File: src/rtl/ofmap_wb_pkg.sv
// Shared types and constants for the ofmap write-back stage.
package ofmap_wb_pkg;

    typedef enum logic [1:0] {
        ST_IDLE = 2'd0,
        ST_RUN  = 2'd1,
        ST_DONE = 2'd2
    } state_t;

    localparam int unsigned ROWS_PER_TILE_DEF = 294;
    localparam int unsigned TILE_NUM_DEF      = 5;
    localparam int unsigned TOTAL_ROWS_DEF    = ROWS_PER_TILE_DEF * TILE_NUM_DEF;

    function automatic int unsigned total_rows(input int unsigned rows_per_tile,
                                               input int unsigned tile_num);
        return rows_per_tile * tile_num;
    endfunction

endpackage

File: src/rtl/ofmap_wb_relu_lane.sv
// Combinational single-lane ReLU on a signed two's-complement value.
module relu_lane #(
    parameter int DATA_WIDTH = 8
) (
    input  logic                  relu_en,
    input  logic [DATA_WIDTH-1:0] lane_in,
    output logic [DATA_WIDTH-1:0] lane_out
);

    always_comb begin
        lane_out = lane_in;
        if (relu_en && lane_in[DATA_WIDTH-1])
            lane_out = '0;
    end

endmodule

File: src/rtl/ofmap_wb.sv
// Ofmap write-back: optional ReLU, linear output-buffer addressing by
// row-within-tile then tile, and a layer-done pulse.
module ofmap_wb
    import ofmap_wb_pkg::*;
#(
    parameter int PE_SIZE       = 14,
    parameter int DATA_WIDTH    = 8,
    parameter int ROWS_PER_TILE = 294,
    parameter int TILE_NUM      = 5,
    parameter int ADDR_WIDTH    = 11
) (
    input  logic                          clk,
    input  logic                          rst,
    input  logic                          start_i,
    input  logic                          relu_en_i,
    input  logic [DATA_WIDTH*PE_SIZE-1:0] ofmap_row_i,
    input  logic                          ofmap_valid_i,
    output logic                          wr_en_o,
    output logic [ADDR_WIDTH-1:0]         wr_addr_o,
    output logic [DATA_WIDTH*PE_SIZE-1:0] wr_data_o,
    output logic                          busy_o,
    output logic                          done_o,
    output logic                          err_o
);

    localparam int unsigned TOTAL = total_rows(ROWS_PER_TILE, TILE_NUM);
    localparam int RW = (ROWS_PER_TILE > 1) ? $clog2(ROWS_PER_TILE) : 1;
    localparam int TW = (TILE_NUM > 1) ? $clog2(TILE_NUM) : 1;

    state_t                          state;
    logic [RW-1:0]                   row_cnt;
    logic [TW-1:0]                   tile_cnt;
    logic [ADDR_WIDTH-1:0]           base;
    logic                            relu_q;
    logic [ADDR_WIDTH-1:0]           addr_cur;
    logic                            last_row;
    logic                            row_wrap;
    logic [DATA_WIDTH*PE_SIZE-1:0]   relu_row;

    for (genvar k = 0; k < PE_SIZE; k++) begin : g_lane
        relu_lane #(.DATA_WIDTH(DATA_WIDTH)) u_relu (
            .relu_en  (relu_q),
            .lane_in  (ofmap_row_i[k*DATA_WIDTH +: DATA_WIDTH]),
            .lane_out (relu_row[k*DATA_WIDTH +: DATA_WIDTH])
        );
    end

    // Address is base + row_cnt; base advances by one tile on each row wrap.
    always_comb begin
        addr_cur = base + ADDR_WIDTH'(row_cnt);
        last_row = (addr_cur == ADDR_WIDTH'(TOTAL - 1));
        row_wrap = (row_cnt == RW'(ROWS_PER_TILE - 1));
    end

    always_ff @(posedge clk or posedge rst) begin
        if (rst) begin
            state     <= ST_IDLE;
            row_cnt   <= '0;
            tile_cnt  <= '0;
            base      <= '0;
            relu_q    <= 1'b0;
            wr_en_o   <= 1'b0;
            wr_addr_o <= '0;
            wr_data_o <= '0;
            busy_o    <= 1'b0;
            done_o    <= 1'b0;
            err_o     <= 1'b0;
        end else begin
            wr_en_o <= 1'b0;
            done_o  <= 1'b0;
            case (state)
                ST_IDLE: begin
                    if (start_i) begin
                        state    <= ST_RUN;
                        row_cnt  <= '0;
                        tile_cnt <= '0;
                        base     <= '0;
                        relu_q   <= relu_en_i;
                        err_o    <= 1'b0;
                        busy_o   <= 1'b1;
                    end else if (ofmap_valid_i) begin
                        err_o <= 1'b1;
                    end
                end
                ST_RUN: begin
                    if (ofmap_valid_i) begin
                        wr_en_o   <= 1'b1;
                        wr_addr_o <= addr_cur;
                        wr_data_o <= relu_row;
                        if (last_row) begin
                            state  <= ST_DONE;
                            done_o <= 1'b1;
                            busy_o <= 1'b0;
                        end else if (row_wrap) begin
                            row_cnt  <= '0;
                            tile_cnt <= tile_cnt + 1'b1;
                            base     <= base + ADDR_WIDTH'(ROWS_PER_TILE);
                        end else begin
                            row_cnt <= row_cnt + 1'b1;
                        end
                    end
                end
                ST_DONE: begin
                    state <= ST_IDLE;
                    if (ofmap_valid_i)
                        err_o <= 1'b1;
                end
                default: state <= ST_IDLE;
            endcase
        end
    end

endmodule

File: config.mk
export PLATFORM = sky130hd
export DESIGN_NAME = ofmap_wb
export DESIGN_NICKNAME = d
export VERILOG_FILES = /design/src/rtl/ofmap_wb_pkg.sv /design/src/rtl/ofmap_wb_relu_lane.sv /design/src/rtl/ofmap_wb.sv
export SDC_FILE = /design/constraint.sdc
export NUM_CORES = 1
export LEC_CHECK = 0
export BUFFER_PORTS_ARGS = -buffer_cell sky130_fd_sc_hd__buf_2
export CAP_MARGIN = 20
export CORE_MARGIN = 2
export CORE_UTILIZATION = 50
export DETAILED_ROUTE_END_ITERATION = 16
export PLACE_DENSITY = 0.81
export SLEW_MARGIN = 0
export SYNTH_ARGS = -nofsm -noshare
export SYNTH_HDL_FRONTEND = slang
export SYNTH_SLANG_ARGS = --single-unit
File: constraint.sdc
create_clock -name clk -period 7.5 [get_ports clk]
set_input_delay 0.375 -clock clk [delete_from_list [all_inputs] [get_ports clk]]
set_output_delay 0.375 -clock clk [all_outputs]
set_load 0.005 [all_outputs]
==> results.toml <==
[status]
status = "completed"

[critical_path]
crit_fanout = 103
crit_top_cell = "buf_4"
crit_path_start = "state[0]$_DFFE_PP0P_"
arrival_ns = 3.62
crit_path_cell_trace = "nor2b_1, nand2_4, buf_4, clkinv_2, buf_4, and3_1, o21ai_1"
endpoint_kind = "flip-flop"
cp_slowest_cell = "buf_4"
critPathLaunchType = "flip-flop"
cp.required_ns = 7.78
cpPeakStageDelay_ns = 0.77
r2r-start = "state[0]$_DFFE_PP0P_"
path_class = "reg -> reg"

[layout]
final-instance-count-excl-fill = 1144
diodes = 0
fill_cells = 1114
fin_nets = 1083
layout-drive-gt1-share = 0.303
area.growth.synth_to_final_pct = 29.4
final_common_cell = "nand2_1"
seqCellArea_um2 = 3730
final_cell_mix = "nand2_1 (254), buf_2 (243), dfrtp_1 (149), nand3_1 (106), o21ai_1 (20)"
multi_input_area_um2 = 2700

[timing]
setup_tns_ns = 0
worst_pin_slew_ns = 1.10
drv_slew = 0
finClkSkew_ns = 0.00955
hold_viol_final = 0
finalSetupViolCount = 0
fmax_mhz = 299
period_share = 0.446
rsz0062_at_grt = "no"
relSlewSlack = 0.268
min_period_ns = 3.35

[pwr]
intPower_mw = 1.79
p_sw_mw = 0.838
ir_drop_v = 0.000172
p_leak_nw = 4.61
power_frac_comb = 0.242
cellPowerDensity_nw_per_um2 = 307
swShare = 0.319
p_total_mw = 2.63
p_clk_frac = 0.340
p_seq_frac = 0.418

[synth]
synth_nets = 854
synth_top_family_by_area = "simple AND/OR/NAND/NOR gates"
syn-cell-area_um2 = 6620
ys_ff_latch = 149
synth.area.top_cells = "dfrtp_1 (56%), nand2_1 (14%), nand3_1 (8.0%)"
synth-edff-count = 0
synth_fa_ha_area_frac = 0.0208
async_reset_ff_frac = 1.00
ys_seq_area_frac = 0.564
synth_simple_gate_area_frac = 0.280
yosysTopAreaCellShare = 0.564
synth_ff_type = "dfrtp_1"
synth_area_leader_cell = "dfrtp_1"
synth_xor_area_frac = 0.0146
yosys_warnings = 0
yosysUniqueCellTypes = 54
synth-compound-area-share = 0.0857
syn_inst = 726
synth_mux_area_frac = 0.00549
synth.avg_cell_area_um2 = 9.11

[routing]
vias_per_cell = 5.25
first_pass_iters = 5
vias = 6008
ant_nets = 0
wl_um = 17500
wl_per_cell_um = 15.3
drcViolationCount = 0
drt_first_iter_violations = 481

[clock_tree]
postCtsHoldBufs = 0
cts_tree = "done"
post_cts.repair.setup_buffers = 0
cts_buffers = 17
cts_buffer_depth = 2
clkTransAtPathRegs_ns = 0.06
clock-sinks = 149
cts-resized-gates = 0
cts_root_buf = "clkbuf_16"
h-tree-depth = 4
clkLatencyLatePin_ns = 0.42

[die]
fp.dieArea_um2 = 14200
die_w_um = 119
core-area_um2 = 13100
ios = 244
die-height_um = 119
initial_core_util = 0.506
row_count = 42

[worst_hold_path]
hp-class = "in -> async"

[grt]
antenna_found_initial = 0
grt_pass1_vias = 5645
grt_pass1_wl_um = 28200
grt_start_max_net_pins = 104
grt_use_total = 0.251
grt_overflow = 0

[placement]
post-dp-hpwl_um = 12300
place.gp.congestion = 0.885
placed_cells = 1112
port_buffers = 243

[run]
maxCapViolCount = 0
-- synth_stat cells, types with 2 or more instances --
library cell    n
o41ai_1         3
a31oi_1         3
a211oi_1        2
mux2_1          2
and2_1          2
buf_2           2
nand3_1       106
nand2b_1       15
and3_1          4
ha_1           11
xnor2_1         8
o211ai_1        5
buf_4           2
o31ai_1         4
nor4_1          2
a21o_1          2
o21ai_1        20
or3_1           7
nor2b_1         2
nand4_1         2
clkbuf_1       30
dfrtp_1       149
or4_1           4
a21oi_1        18
a21o_2          2
nand2_1       255
inv_1          10
xor2_1          3
o21ai_0        17
nor2_1         10
-- routing by layer --
layer  global-route usage  part of all wire
met5                    0                 0
met4               0.0938             0.024
met3               0.0551             0.061
met2                0.403              0.48
met1                0.335              0.44
-- worst max-delay path, delay by kind of cell, from the launching register on --
family	cells	cell delay, ns
AOI/OAI and AO/OA	1	0.06
buffers and inverters	3	1.42
DFF	1	0.39
and+or+nand+nor	3	1.12
-- path summary, 6_finish.rpt --
check,to,slack (ns),depth (start not counted)
worst max-delay path,busy_o$_DFFE_PP0P_,4.15,7
worst min-delay path,wr_data_o[1]$_DFFE_PP0P_,0.13,2
worst max register to register,busy_o$_DFFE_PP0P_,4.15,7
worst min register to register,wr_data_o[56]$_DFFE_PP0P_,0.46,2
max in group asynchronous,wr_data_o[75]$_DFFE_PP0P_,6.13,3
min in group clk,relu_q$_DFFE_PP0P_,0.15,3
-- power by group through the flow --
stage	Combinational [mW]	Sequential, mW	Clock, mW
after floorplan	0.371	1.09	0
after global placement	0.623	1.11	0
after detailed placement	0.636	1.11	0
after CTS	0.642	1.10	0.902
after global routing	0.715	1.12	0.940
final	0.635	1.10	0.892
-- area by class of cell --
class                      instances  area share
inverter                          11     0.00556
tap                              176      0.0257
clock buffer                      19      0.0529
multi-input combinational        530       0.315
sequential                       149       0.436
timing repair buffer             246       0.145
clock inverter                    13      0.0199
-- state kept, by name, summed over array words and instances (netlist names) --
register   cells
err_o          1
relu_q         1
wr_addr_o     11
busy_o         1
wr_data_o    112
base          10
state          2
wr_en_o        1
done_o         1
row_cnt        9
-- metrics by stage --
stage | instance area, µm² | hold WS, ns | util | setup slack [ns]
after CTS | 8560 | 0.135 | 0.654 | 4.24
final | 8560 | 0.130 | 0.654 | 4.15
after floorplan | 6620 | 0.455 | - | 3.12
after detailed placement | 7940 | 0.450 | 0.606 | 4.24
after global routing | 8560 | 0.154 | 0.654 | 3.93
after global placement | 7940 | 0.444 | 0.606 | 4.28
-- kinds of logic (layout without fill, tap and decap cells) --
group	after synthesis	in the layout
AO/OA/AOI/OAI	87	87
XOR/XNOR	11	11
adder cells (fa/ha/maj)	11	11
buffers and inverters	47	289
flip-flops	149	149
multiplexers	3	3
AND/OR/NAND/NOR	418	418
(Power assumes the default switching activity.)
